<file path="src/rtl/cache_pkg.sv">
// Shared cache geometry constants, memory-controller state encoding and
// the word-address builder used by the line memory controller.
package cache_pkg;

  localparam int BLOCK_SIZE  = 64;
  localparam int WORD_SIZE   = 4;
  localparam int NO_WORDS    = BLOCK_SIZE / WORD_SIZE;
  localparam int OFFSET_BITS = $clog2(BLOCK_SIZE);
  localparam int LINE_BITS   = 32 - OFFSET_BITS;
  localparam int WORD_BITS   = $clog2(WORD_SIZE);
  localparam int CNT_BITS    = $clog2(NO_WORDS);

  localparam logic [CNT_BITS-1:0] LAST_IDX = CNT_BITS'(NO_WORDS - 1);

  typedef logic [1:0] state_t;

  localparam state_t S_IDLE = 2'd0;
  localparam state_t S_WB   = 2'd1;
  localparam state_t S_FILL = 2'd2;
  localparam state_t S_DONE = 2'd3;

  // Byte address of word idx within a line: {line, idx, byte offset 0}.
  function automatic logic [31:0] build_mem_addr(input logic [LINE_BITS-1:0] line,
                                                 input logic [CNT_BITS-1:0]  idx);
    return {line, idx, {WORD_BITS{1'b0}}};
  endfunction

endpackage

</file>
<file path="src/rtl/cache_line_mem_ctrl.sv">
// Line transaction engine below the cache: optional dirty-victim write-back
// followed by a 16-word refill over a word-wide req/ack memory bus.
module cache_line_mem_ctrl
  import cache_pkg::*;
(
  input  logic                 clk,
  input  logic                 rst,
  input  logic                 req_valid,
  input  logic                 req_wb,
  input  logic [LINE_BITS-1:0] req_wb_line,
  input  logic [LINE_BITS-1:0] req_fill_line,
  output logic                 ready,
  output logic [CNT_BITS-1:0]  wb_idx,
  input  logic [31:0]          wb_word,
  output logic                 fill_we,
  output logic [CNT_BITS-1:0]  fill_idx,
  output logic [31:0]          fill_data,
  output logic                 done,
  output logic                 mem_req,
  output logic                 mem_we,
  output logic [31:0]          mem_addr,
  output logic [31:0]          mem_wdata,
  input  logic                 mem_ack,
  input  logic [31:0]          mem_rdata
);

  state_t               state;
  logic [CNT_BITS-1:0]  cnt;
  logic                 req_q;
  logic [LINE_BITS-1:0] wb_line_q;
  logic [LINE_BITS-1:0] fill_line_q;
  logic                 last_word;

  logic                 fill_we_p1;
  logic [CNT_BITS-1:0]  fill_idx_p1;
  logic [31:0]          fill_data_p1;

  assign last_word = (cnt == LAST_IDX);

  // req_q rises one cycle after a phase is entered from IDLE and then stays
  // high across both phases, so the WB->FILL handover has no bubble.
  always_ff @(posedge clk) begin
    if (rst) begin
      state        <= S_IDLE;
      cnt          <= '0;
      req_q        <= 1'b0;
      wb_line_q    <= '0;
      fill_line_q  <= '0;
      fill_we_p1   <= 1'b0;
      fill_idx_p1  <= '0;
      fill_data_p1 <= '0;
    end else begin
      fill_we_p1 <= 1'b0;
      case (state)
        S_IDLE: begin
          if (req_valid) begin
            wb_line_q   <= req_wb_line;
            fill_line_q <= req_fill_line;
            cnt         <= '0;
            state       <= req_wb ? S_WB : S_FILL;
          end
        end
        S_WB: begin
          if (!req_q) begin
            req_q <= 1'b1;
          end else if (mem_ack) begin
            cnt <= cnt + 1'b1;
            if (last_word) state <= S_FILL;
          end
        end
        S_FILL: begin
          if (!req_q) begin
            req_q <= 1'b1;
          end else if (mem_ack) begin
            // Stage p1: refill word captured for the cache data array
            fill_we_p1   <= 1'b1;
            fill_idx_p1  <= cnt;
            fill_data_p1 <= mem_rdata;
            cnt          <= cnt + 1'b1;
            if (last_word) begin
              state <= S_DONE;
              req_q <= 1'b0;
            end
          end
        end
        S_DONE: state <= S_IDLE;
        default: state <= S_IDLE;
      endcase
    end
  end

  assign ready     = (state == S_IDLE);
  assign done      = (state == S_DONE);
  assign wb_idx    = cnt;
  assign mem_req   = req_q;
  assign mem_we    = req_q && (state == S_WB);
  assign mem_wdata = mem_we ? wb_word : 32'd0;
  assign mem_addr  = !req_q            ? 32'd0 :
                     (state == S_WB)   ? build_mem_addr(wb_line_q, cnt) :
                                         build_mem_addr(fill_line_q, cnt);

  assign fill_we   = fill_we_p1;
  assign fill_idx  = fill_idx_p1;
  assign fill_data = fill_data_p1;

endmodule

</file>
<file path="config.mk">
export PLATFORM = sky130hd
export DESIGN_NAME = cache_line_mem_ctrl
export DESIGN_NICKNAME = d
export VERILOG_FILES = /design/src/rtl/cache_pkg.sv /design/src/rtl/cache_line_mem_ctrl.sv
export SDC_FILE = /design/constraint.sdc
export NUM_CORES = 1
export LEC_CHECK = 0
export CAP_MARGIN = 10
export CELL_PAD_IN_SITES_DETAIL_PLACEMENT = 0
export CELL_PAD_IN_SITES_GLOBAL_PLACEMENT = 1
export CORE_ASPECT_RATIO = 1.75
export CORE_MARGIN = 2
export CORE_UTILIZATION = 29
export CTS_CLUSTER_SIZE = 12
export DETAILED_ROUTE_END_ITERATION = 16
export GPL_TIMING_DRIVEN = 1
export PLACE_DENSITY = 0.85
export SETUP_SLACK_MARGIN = 0.1
export SLEW_MARGIN = 15
export SYNTH_ARGS = -nofsm -noshare
export SYNTH_HDL_FRONTEND = slang
export SYNTH_SLANG_ARGS = --single-unit
</file>
<file path="constraint.sdc">
create_clock -name clk -period 4.11 [get_ports clk]
set_input_delay 0.6165 -clock clk [delete_from_list [all_inputs] [get_ports clk]]
set_output_delay 0.6165 -clock clk [all_outputs]
set_load 0.05 [all_outputs]
</file>
* Yosys cells after proc, flatten, opt, wreduce, memory -nomap -nowiden
Cells that the tools add are included.
Operators by class: bitwise operators 2, reduce and logical (&&, ||, !) cells 10, muxes and demuxes 21, eq/ne operators 13, add/sub/neg operators 1
Operator list (count):
- 32-bit two-way mux | 3
- 2-bit two-way mux | 8
- 2-bit != test (second input constant) | 7
- 4-bit two-way mux | 3
- 2-bit one-hot mux with 4 select lines | 1
- 4-bit one-hot mux with 2 select lines | 1
- 7-bit AND reduction | 1
- 4-bit by 1-bit adder with 4-bit output (second input constant) | 1
- 2-bit == test (second input constant) | 2
- 4-bit == test (second input constant) | 1
- 1-bit two-way mux | 4
- 2-bit by 1-bit != test with 1-bit output (second input constant) | 2
- 4-bit AND reduction | 1
- 2-bit nonzero test | 2
- 3-bit AND reduction | 1
- 3-bit OR reduction | 1
- 2-bit by 1-bit == test with 1-bit output (second input constant) | 1
- 2-bit zero test | 1
- 1-bit inverter | 2
- 1-bit one-hot mux with 2 select lines | 1
- 2-bit AND reduction | 1
- 2-bit OR reduction | 1
- 1-bit logical AND | 1
Storage, ports and cells: output and inout bits 109, bits in registers 96, input bits 121, logic and storage cells 55

* Longest topological paths before layout
Gate-level depths: netlist of run 1.
depth after elaboration 5, mapped depth 8, gate-level depth less buffers 5

* Worst setup path before layout of run 1
Ideal clock, no wire load.
kind register -> output, from reg req_q, in the netlist mem_req, to out mem_addr[10], buffers on the path 2, setup slack 1581 ps, arrival time 1912 ps, stages on the path, launching flop included 4, data required time 3493 ps, cells stage by stage dfxtp_1 -> clkbuf_1 -> clkbuf_1 -> nor2b_1
Between the ends: cells in the longest elaborated chain, start to end 1
Ends and longest elaborated chain:
- start: declaration | line cache_line_mem_ctrl.sv:29 | logic req_q;
- start signal: assignment | line cache_line_mem_ctrl.sv:46 | req_q <= 1'b0;
- start signal: assignment | line cache_line_mem_ctrl.sv:65 | req_q <= 1'b1;
- start signal: assignment | line cache_line_mem_ctrl.sv:73 | req_q <= 1'b1;
- 32-bit two-way mux | line cache_line_mem_ctrl.sv:98 | assign mem_addr = !req_q ? 32'd0 :
- end: declaration | line cache_line_mem_ctrl.sv:21 | output logic [31:0] mem_addr,
Every way passes these cells.

* Worst setup path in the final report of run 1
from reg state[1], to out mem_addr[11]
Between the ends: cells in the longest elaborated chain, start to end 3
Ends and longest elaborated chain:
- start: declaration | line cache_line_mem_ctrl.sv:27 | state_t state;
- start signal: assignment | line cache_line_mem_ctrl.sv:60 | state <= req_wb ? S_WB : S_FILL;
- 2-bit by 1-bit == test with 1-bit output | line cache_line_mem_ctrl.sv:99 | (state == S_WB) ? build_mem_addr(wb_line_q, cnt) :
- 32-bit two-way mux | line cache_line_mem_ctrl.sv:99
- 32-bit two-way mux | line cache_line_mem_ctrl.sv:98
Every way passes these cells.

==> results.txt, run 1 <==
Setup crit start -> state[1]$_SDFFE_PP0P_
Hold Path Class -> reg2reg
Synth top area share -> 45.7%
Setup violators final -> 0
DR iter-0 viols -> 161
WP data required -> 3.49 ns
First-pass GRT wire length -> 21,900 um
Setup TNS -> 0 ns
Die Span Y -> 163 um
IO Port Bufs -> 227
# rows -> 58
Synth cell types -> 32
GR Overflow Total -> 0
Clock transition at path regs -> 0.07 ns
Clock skew -> 0.00847 ns
Core Region -> 14,300 um^2
Hold Path Origin -> fill_line_q[7]$_SDFFE_PP0P_
Root Buffer -> clkbuf_16
Setup CP Type -> reg2out
Max frequency -> 298 MHz
Status -> completed
Pin count of the biggest net entering global routing -> 97
Total wire length -> 14,400 um
Syn Inst Count -> 540
Vias per cell -> 4.66
Crit-path max FO -> 27
Sequential Area -> 1920 um^2
Most frequent cells in the layout -> 226 x clkdlybuf4s50_1, 176 x nand2_1, 95 x dfxtp_1, 93 x a21oi_1, 34 x and3_1
CTS resizes -> 0
Die area -> 15,500 um^2
Most area-consuming cells after synthesis -> dfxtp_1 46%, nand2_1 16%, a21oi_1 11%, mux2i_1 6.7%, and3_1 5.1%
Worst Max-Slew Pin Slew -> 1.01 ns
Clk sinks -> 96
Starting Density -> 29.4%
Met3 wire len -> 895 um
Post-CTS Setup Inserts -> 0
Pins Over Slew Limit -> 0
First-pass DRT Iterations -> 4
Type of origin of the critical path -> flip-flop
Rel. slew slack -> 32.4%
Ratio of cells with drive above 1 in the final layout -> 3.64%
Mean Syn Cell Area -> 7.79 um^2
Post-cts hold buffer count -> 0
Design area -> 6850 um^2
Detail Placement HPWL -> 10,400 um
Worst-Skew Late Latency -> 0.34 ns
Synthesis Warnings -> 0
Yosys reg bits -> 96
Routed Antenna Nets -> 0
Area of the multi-input gates -> 2080 um^2
Num CTS Buffers -> 9
Period minus WS final -> 3.36 ns
DIE WIDTH -> 95.0 um
Hold Fails Final Rpt -> 0
Post-synth top area cell -> dfxtp_1
Initial antenna violation count -> 2
Unrepaired setup endpoints after global routing -> false
Fillcell total -> 1,378
GP Congestion -> 0.911
H-tree levels -> 3
Launch point of the worst reg-to-reg path -> state[0]$_SDFFE_PP0P_
Number of remaining DRC errors -> 0
Ports -> 230
Commonest non-fill, non-tap cell in the layout -> clkdlybuf4s50_1
CP endpoint kind -> output pin
Vias -> 4,305
Total track usage -> 18.3%
DR top layer -> met4
Final Util -> 47.9%
Number of global-route vias before repair -> 4,292
Nets -> 864
Worst EP arrival -> 2.74 ns
Cell Area, Synth -> 4210 um^2
Pwr/cell area -> 471 nW/um^2
Wl on met1 -> 5430 um
Worst VDD drop -> 0.227 mV
MaxCap Viol Count -> 0
Clock Tree Buf Depth -> 2
Tcrit/Tclk final -> 81.7%
Met2 wire len -> 7630 um
Leak -> 0.00248 uW
CTS tree -> yes
Area Growth Syn to Fin -> 62.9%
Placed Area -> 6530 um^2
Drt wl/cell -> 15.6 um
Seq/Total Area, Yosys -> 45.7%
through the flow:
stage	setup slack, ns	power [uW]	std cells	hold slack, ns
5_1_grt	0.542	3410	922	0.472
6_report	0.754	3230	923	0.454
4_1_cts	0.729	3260	921	0.456
3_3_place_gp	1.24	2320	906	0.441
2_1_floorplan	1.58	1980	541	0.436
3_5_place_dp	1.10	2350	906	0.447
cells by family (layout without fill, tap and decap cells):
kind of cell               count (synthesis)  count (layout)  synth area share, %
AOI/OAI and AO/OA                        102             102                 12.6
adders and majority gates                  6               6                 1.78
buffers and inverters                     47             247                 4.91
DFF                                       96              96                 45.7
muxes                                     30              30                 7.26
other                                      1               4               0.0891
and+or+nand+nor                          258             258                 27.7
synth_stat cells:
| cell | number |
|---|---|
| a311oi_1 | 1 |
| o221a_2 | 1 |
| mux2i_1 | 28 |
| buf_1 | 3 |
| or4_1 | 2 |
| buf_4 | 2 |
| o21bai_1 | 1 |
| or2b_2 | 1 |
| nor2_1 | 6 |
| conb_1 | 1 |
| nand2_2 | 1 |
| ha_1 | 6 |
| and2_1 | 6 |
| nand2b_1 | 1 |
| nor2b_1 | 26 |
| inv_1 | 3 |
| mux2i_2 | 1 |
| or3_2 | 1 |
| and3_1 | 34 |
| clkbuf_1 | 26 |
| mux2_2 | 1 |
| a21oi_1 | 93 |
| nand3_1 | 2 |
| buf_2 | 12 |
| dfxtp_1 | 96 |
| nand2_1 | 176 |
| o21ai_0 | 3 |
| nand4_1 | 1 |
| buf_6 | 1 |
| a21boi_1 | 1 |
| o31ai_1 | 2 |
| and2_2 | 1 |
cell type report:
class                      count  area share [%]
sequential                    96            28.1
clock inverter                 6            1.35
tap                          180            3.29
multi-input combinational    398            30.4
clock buffer                   9            3.29
antenna                        2          0.0730
inverter                       3           0.164
timing repair buffer         229            33.3
where the power goes:
group	switching, uW	internal [uW]
Sequential	125	1040
Combinational	702	464
Clock	364	534
flip-flops by register name, summed over array words and instances (netlist names):
name	flops
fill_data	32
state	2
fill_we	1
wb_idx	4
fill_line_q	26
mem_req	1
fill_idx	4
wb_line_q	26
routing by layer:
| metal | track usage (%) | up-vias |
|---|---|---|
| met2 | 33.4 | 139 |
| met5 | 0 | - |
| li1 | - | 2166 |
| met1 | 19.6 | 1980 |
| met4 | 7.58 | 0 |
| met3 | 4.61 | 20 |
worst paths after layout:
path	end	depth (start not counted)	slack, ns
max reg2reg	wb_idx[3]$_SDFFE_PP0P_	5	1.97
min	fill_line_q[7]$_SDFFE_PP0P_	2	0.45
max	mem_addr[11]	5	0.75
min reg2reg	fill_line_q[7]$_SDFFE_PP0P_	2	0.45
critical path, cell delays in order, from the launching register on:
cell and delay, ns:
dfxtp_1 0.34, inv_1 0.11, ha_2 0.75, mux2i_1 0.18, nor2b_1 0.18, clkdlybuf4s50_1 0.82
No activity file was read; power rests on OpenSTA's default activity.
==> run 2: changes to the inputs <==
--- a/config.mk
+++ b/config.mk
@@ -10,11 +10,11 @@
 export CELL_PAD_IN_SITES_GLOBAL_PLACEMENT = 1
 export CORE_ASPECT_RATIO = 1.75
 export CORE_MARGIN = 2
-export CORE_UTILIZATION = 29
+export CORE_UTILIZATION = 24
 export CTS_CLUSTER_SIZE = 12
 export DETAILED_ROUTE_END_ITERATION = 16
 export GPL_TIMING_DRIVEN = 1
-export PLACE_DENSITY = 0.85
+export PLACE_DENSITY = 0.75
 export SETUP_SLACK_MARGIN = 0.1
 export SLEW_MARGIN = 15
 export SYNTH_ARGS = -nofsm -noshare
==> constraint.sdc (replaced) <==
create_clock -name clk -period 2.8 [get_ports clk]
set_input_delay 0.42 -clock clk [delete_from_list [all_inputs] [get_ports clk]]
set_output_delay 0.42 -clock clk [all_outputs]
set_load 0.05 [all_outputs]
==> run 2 against run 1 <==
  * Sequential share of layout area is 1.1 points lower
  * Sequential power increased by 40%
  * Die area up 20%
  * Critical path depth shrank 2
  * Cell count is 6.1% higher
  * Clock power grew 31%
  * Clock skew is 0.0012 ns higher
  * Via count shrank 0.84%
  * Hold slack lost 0.0010 ns
  * Flip-flop and latch count did not move
  * Largest power group unchanged
==> results.txt, run 2 (synthesis results as in run 1) <==
Ports -> 230 (unchanged)
Starting Density -> 24.3% (was 29.4%)
Crit-path max FO -> 8 (was 27)
Clock skew -> 0.00968 ns (was 0.00847 ns)
Setup CP Type -> reg2out (unchanged)
Pins Over Slew Limit -> 0 (unchanged)
Initial antenna violation count -> 0 (was 2)
Status -> completed (unchanged)
Clock Tree Buf Depth -> 2 (unchanged)
Vias -> 4,269 (was 4,305)
Routed Antenna Nets -> 0 (unchanged)
Commonest non-fill, non-tap cell in the layout -> nand2_1 (was clkdlybuf4s50_1)
Max reg flops -> 32 (unchanged)
GR Overflow Total -> 0 (unchanged)
Pin count of the biggest net entering global routing -> 53 (was 97)
Max frequency -> 411 MHz
Slowest cell on crit path -> clkdlybuf4s50_1 (unchanged)
Root Buffer -> clkbuf_16 (unchanged)
Crit-path cells -> inv_1 -> ha_1 -> clkdlybuf4s50_1 (was inv_1 -> ha_2 -> mux2i_1 -> nor2b_1 -> clkdlybuf4s50_1)
Final Util -> 41.3% (was 47.9%)
Finished Layout Cells -> 979 (was 923)
Placed cells -> 964 (was 906)
Worst EP arrival -> 2.02 ns (was 2.74 ns)
Most frequent cells in the layout -> 176 x nand2_1, 167 x clkdlybuf4s50_1, 95 x dfxtp_1, 93 x a21oi_1, 40 x buf_4 (was 226 x clkdlybuf4s50_1, 176 x nand2_1, 95 x dfxtp_1, 93 x a21oi_1, 34 x and3_1)
Ratio of cells with drive above 1 in the final layout -> 12.4% (was 3.64%)
Drt wl/cell -> 14.7 um (was 15.6 um)
Unrepaired setup endpoints after global routing -> false (unchanged)
Nets -> 871 (was 864)
# rows -> 64 (was 58)
Number of diodes -> 0 (was 2)
Die Span Y -> 179 um (was 163 um)
Setup violators final -> 0 (unchanged)
MaxCap Viol Count -> 0 (unchanged)
Setup TNS -> 0 ns (unchanged)
Pwr/cell area -> 669 nW/um^2 (was 471 nW/um^2)
Cell family with most CP delay -> buffers and inverters (unchanged)
CP endpoint kind -> output pin (unchanged)
Post-cts hold buffer count -> 0 (unchanged)
Total track usage -> 15.5% (was 18.3%)
CP max stage delay -> 0.88 ns (was 0.82 ns)
Buf/Inv on CP -> 2 (unchanged)
Num CTS Buffers -> 9 (unchanged)
Rel. slew slack -> 60.9% (was 32.4%)
DIE WIDTH -> 104 um (was 95.0 um)
Worst-Skew Late Latency -> 0.35 ns (was 0.34 ns)
First-pass DRT Iterations -> 6 (was 4)
Number of remaining DRC errors -> 0 (unchanged)
GP Congestion -> 0.767 (was 0.911)
Vias per cell -> 4.36 (was 4.66)
IO Port Bufs -> 227 (unchanged)
Clock transition at path regs -> 0.07 ns (about the same)
H-tree levels -> 3 (unchanged)
Number of global-route vias before repair -> 4,273 (was 4,292)
DR iter-0 viols -> 123 (was 161)
Clk sinks -> 96 (unchanged)
Post-CTS Setup Inserts -> 0 (unchanged)
CTS tree -> yes (unchanged)
Type of origin of the critical path -> flip-flop (unchanged)
First-pass GRT wire length -> 22,800 um (was 21,900 um)
Core Region -> 17,300 um^2 (was 14,300 um^2)
WP data required -> 2.38 ns (was 3.49 ns)
Hold Path Class -> reg2reg (unchanged)
Total wire length -> 14,300 um (was 14,400 um)
Area Growth Syn to Fin -> 69.6% (was 62.9%)
Leak -> 0.00270 uW (was 0.00248 uW)
Hold Fails Final Rpt -> 0 (unchanged)
Detail Placement HPWL -> 10,100 um (was 10,400 um)
Die area -> 18,600 um^2 (was 15,500 um^2)
Worst Max-Slew Pin Slew -> 0.585 ns (was 1.01 ns)
CTS resizes -> 0 (unchanged)
Tcrit/Tclk final -> 87.0%
Period minus WS final -> 2.44 ns
Worst VDD drop -> 0.427 mV (was 0.227 mV)
-- run 2: worst min-delay path, delay by kind of cell (launching register included) --
family / cells / cell delay, ns
AOI/OAI and AO/OA: 1 / 0.05
and+or+nand+nor: 1 / 0.05
DFF: 1 / 0.31
-- run 2: metrics by stage --
step	hold WS, ns	cell area (um^2)	setup slack [ns]	power [uW]
2_1_floorplan	0.436	4210	0.468	2910
3_3_place_gp	0.441	6860	0.743	3650
3_5_place_dp	0.446	6860	0.708	3660
4_1_cts	0.456	7140	0.323	4860
5_1_grt	0.473	7140	0.268	5070
6_report	0.453	7140	0.364	4770
-- run 2: layer usage --
metal / wire, um / global-route usage [%]
met3: 709 / 3.78
met4: 348 / 5.91
met5: 0 / 0
met1: 5530 / 15.9
met2: 7760 / 29.9
-- run 2: worst paths after layout --
check | start | end | slack [ns] | depth (start not counted)
setup / recovery | state[1]$_SDFFE_PP0P_ | ready | 0.36 | 3
hold / removal | fill_line_q[23]$_SDFFE_PP0P_ | fill_line_q[23]$_SDFFE_PP0P_ | 0.45 | 2
setup reg to reg | state[0]$_SDFFE_PP0P_ | wb_idx[3]$_SDFFE_PP0P_ | 0.96 | 5
hold reg to reg | fill_line_q[23]$_SDFFE_PP0P_ | fill_line_q[23]$_SDFFE_PP0P_ | 0.45 | 2
-- run 2: area by class of cell --
type / instances / area (um^2)
clock buffers: 9 / 225
clock inverters: 6 / 50.0
fillers: 1825 / 10200
inverters: 3 / 11.3
multi-input cells: 398 / 2080
flip-flops and latches: 96 / 1920
well taps: 231 / 289
repair buffers: 236 / 2550
-- run 2: power breakdown --
group	internal, uW	switching [uW]
Sequential	1520	97.6
Combinational	798	1180
Clock	611	567
==> run 3: changes to the inputs <==
--- a/config.mk
+++ b/config.mk
@@ -16,6 +16,7 @@
 export GPL_TIMING_DRIVEN = 1
 export PLACE_DENSITY = 0.75
 export SETUP_SLACK_MARGIN = 0.1
+export SKIP_LAST_GASP = 1
 export SLEW_MARGIN = 15
 export SYNTH_ARGS = -nofsm -noshare
 export SYNTH_HDL_FRONTEND = slang
==> results of run 3 <==
Final layout, timing and power as in run 2 (identical DEF).
==> edit 1 (config.mk and constraints of run 2) <==
Make the reset (`rst`) asynchronous in one clocked block.
--- a/src/rtl/cache_line_mem_ctrl.sv
+++ b/src/rtl/cache_line_mem_ctrl.sv
@@ -39,7 +39,7 @@
 
   // req_q rises one cycle after a phase is entered from IDLE and then stays
   // high across both phases, so the WB->FILL handover has no bubble.
-  always_ff @(posedge clk) begin
+  always_ff @(posedge clk or posedge rst) begin
     if (rst) begin
       state        <= S_IDLE;
       cnt          <= '0;
Check against the original RTL: differs if rst is asserted again (counterexample within 4 cycles, from zero or initial values and one cycle with rst high); with rst held inactive, the same outputs for 4 cycles.
==> edit 1 against run 2 <==
  * Sequential cell count unchanged
  * First-iteration DRC count up 8.1%
  * Synthesized area up 6.1%
  * Count of clock-buffer cells in the layout up 2
  * Design area up 5.6%
  * Setup slack worse by 0.16 ns
  * Wire length down 9.7%
  * Critical path type unchanged
  * Critical endpoint is now mem_addr[28]
Power is not compared: it rests on default switching activity, and its combinational part moved more than twofold at a synthesized area within 25%.
==> edit 1: results (changes against run 2) <==
metric,value,unit,change
met2_usage,0.236,,-0.0626
crit_path_top_delay_cell,ha_2,,
grt_pass1_wl,19.3,mm,-15%
grt_usage,0.128,,-0.0265
cp.arrival,2.18,ns,+0.16 ns
yosysWarnings,0,,unchanged
endpoint,mem_addr[28],,
ys_top_cells_by_area,"dfrtp_1 54%, mux2_2 22%, mux2i_1 7.0%, and3_1 4.5%, nor2b_1 3.8%",,
drt-met1-wl,4.62,mm,-17%
detail_route.wirelength,12.9,mm,-9.7%
synthFlopType,dfrtp_1,,
drt_pass1_iterations,4,,-2
status,finished clean,,
die_w,107,um,+2.9%
use_met3,0.0357,,-0.00209
min_path_type,in -> async,,
largest_reg_flops,32,,unchanged
wl_met2,7.24,mm,-6.6%
critical_path.max_fanout,14,,+6
drt_iter0_markers,133,,+8.1%
gp_congestion,0.793,,+3.3%
pre_cts_ws,0.534,ns,-0.174 ns
synthTopCellsByCount,"96 x dfrtp_1, 88 x mux2_2, 32 x and3_1, 31 x mux2i_1, 27 x nor2b_1",,
ys_async_sr_fraction,1.00,,+1.00
timing.max_slew.rel_slack,0.393,,-0.216
fill_cells,1725,,-5.5%
drive_above_1_share,0.308,,+0.183
place_area,0.00721,mm^2,+5.0%
use_met1,0.130,,-0.0295
grt_antenna_before_repair,3,,+3
final_nets,691,,-21%
r2r_cells,6,,+1
dpl.hpwl,9.91,mm,-1.6%
rrSetupSlack,0.61,ns,-0.35 ns
clock_skew,0.00526,ns,-0.00442 ns
grt_pass1_vias,3704,,-13%
period_minus_slack,2.60,ns,+0.159 ns
vias_per_cell,4.32,,-1.0%
place_inst,791,,-18%
ys_seq_area_frac,0.538,,+0.0815
whs,0.340,ns,-0.113 ns
slowest_delay,0.50,ns,-0.38 ns
yosysUniqueCellTypes,23,,-28%
synth_cells,342,,-37%
rr_endpoint,state[1],,
r2r_start,state[1],,
top_layer_used,met5,,
fin_cells,809,,-17%
## edit 1: logic make-up after synthesis
group / Yosys count / share of synthesized area
adders and majority gates: 6 / 0.0168
other: 1 / 0.000840
DFF: 96 / 0.538
AOI/OAI and AO/OA: 10 / 0.0149
muxes: 119 / 0.292
and+or+nand+nor: 78 / 0.105
buffers and inverters: 32 / 0.0328
## edit 1: power by group through the flow
stage | Combinational [mW] | Sequential (mW) | Clock, mW
global route | 7.10 | 2.57 | 1.43
finish | 6.78 | 2.48 | 1.33
CTS | 6.85 | 2.49 | 1.38
floorplan | 3.22 | 3.40 | 0
detailed placement | 6.84 | 2.51 | 0
global placement | 6.76 | 2.48 | 0
## edit 1: layout make-up
type	instances	area [um^2]	area share
antenna	2	5.00	0.000664
clock buffer	11	243	0.0322
clock inverter	5	80.1	0.0106
inverter	7	30.0	0.00399
multi-input combinational	215	1930	0.256
sequential	96	2400	0.319
tap	238	298	0.0395
timing repair buffer	235	2550	0.338
==> edit 2 (config.mk and constraints of run 2) <==
Without the edit above. `BLOCK_SIZE`: 64 -> 128.
--- a/src/rtl/cache_pkg.sv
+++ b/src/rtl/cache_pkg.sv
@@ -2,7 +2,7 @@
 // the word-address builder used by the line memory controller.
 package cache_pkg;
 
-  localparam int BLOCK_SIZE  = 64;
+  localparam int BLOCK_SIZE  = 128;
   localparam int WORD_SIZE   = 4;
   localparam int NO_WORDS    = BLOCK_SIZE / WORD_SIZE;
   localparam int OFFSET_BITS = $clog2(BLOCK_SIZE);
Ports: changed (resized fill_idx, req_fill_line, req_wb_line and wb_idx); port bits go from 230 to 230. The function was not compared with the original's and may differ.
==> edit 2 against run 2 <==
  * Synthesized area increased by 1.2%
  * Setup slack lost 0.13 ns
  * Largest power group unchanged
  * Worst hold slack got worse by 0.00072 ns
  * Wire length decreased by 1.2%
  * Sequential cell count is the same
  * Critical path type unchanged
  * Total power is 1.7% higher
  * Design area decreased by 2.7%
==> edit 2: results (changes against run 2) <==
metric,value,unit,change
drt_pass1_iterations,4,,-2
rrSetupSlack,0.85,ns,-0.11 ns
status,finished clean,,
rr_endpoint,wb_idx[1],,
gp_congestion,0.740,,-3.6%
cts_resized,1,,+1
wl_met3,633,um,-11%
dpl.hpwl,10.1,mm,+0.12%
p_leak,2.61,nW,-3.4%
ys_top_cells_by_area,"dfxtp_1 45%, nand2_1 16%, a21oi_1 11%, mux2i_1 6.8%, and3_1 5.1%",,
timing.max_slew.rel_slack,0.524,,-0.0853
ys_seq_area_frac,0.451,,-0.00537
grt_pass1_wl,22.8,mm,about the same
fill_cells,1891,,+3.6%
areaGrowthSynthToFinish,63.1,%,
drive_above_1_share,0.0810,,-0.0433
place_area,0.00664,mm^2,-3.2%
clock_buffers,10,,+1
p_per_area,699,mW/mm^2,+4.5%
cp.arrival,2.14,ns,+0.12 ns
bufAreaShareNonClock,0.332,,-0.0262
vias_per_cell,4.39,,+0.73%
met2_usage,0.276,,-0.0227
pre_cts_ws,0.421,ns,-0.287 ns
synth_compound_area_frac,0.127,,+0.00116
multi_input_gates,402,,+1.0%
wl_met2,7.41,mm,-4.5%
grt_max_degree,65,,+23%
design.seq.count,96,,unchanged
use_met1,0.166,,+0.00635
synth_cells,549,,+1.7%
==> edit 2: cell count changes in the layout (fill, tap and decap cells not counted), moves of 2 or more <==
cell and change:
a211o_1 +2, a21oi_1 -3, buf_12 -26, buf_4 -4
clkdlybuf4s50_1 +30, clkinv_4 +3, inv_6 -2, nand2_1 +3
nor2_1 -2, o211ai_1 +3, o21ai_0 -2
==> edit 2: worst max path at each step <==
stage          startpoint  slack [ns]            end  depth (start not counted)
2_1_floorplan     mem_req        0.47   mem_addr[10]                          3
3_3_place_gp     state[1]        0.45   mem_wdata[5]                          4
3_5_place_dp     state[1]        0.42  mem_wdata[20]                          4
4_1_cts           mem_req        0.21  mem_wdata[20]                          2
5_1_grt           mem_req        0.12  mem_wdata[12]                          2
6_report         state[1]        0.24  mem_wdata[21]                          4
==> edit 2: cells by family (layout without fill, tap and decap cells) <==
family,Yosys count,count (layout)
mux,29,29
buf+inv,52,255
simple gates,263,263
fa+ha+maj,6,6
other cells,1,2
compound gates,102,102
flops,96,96
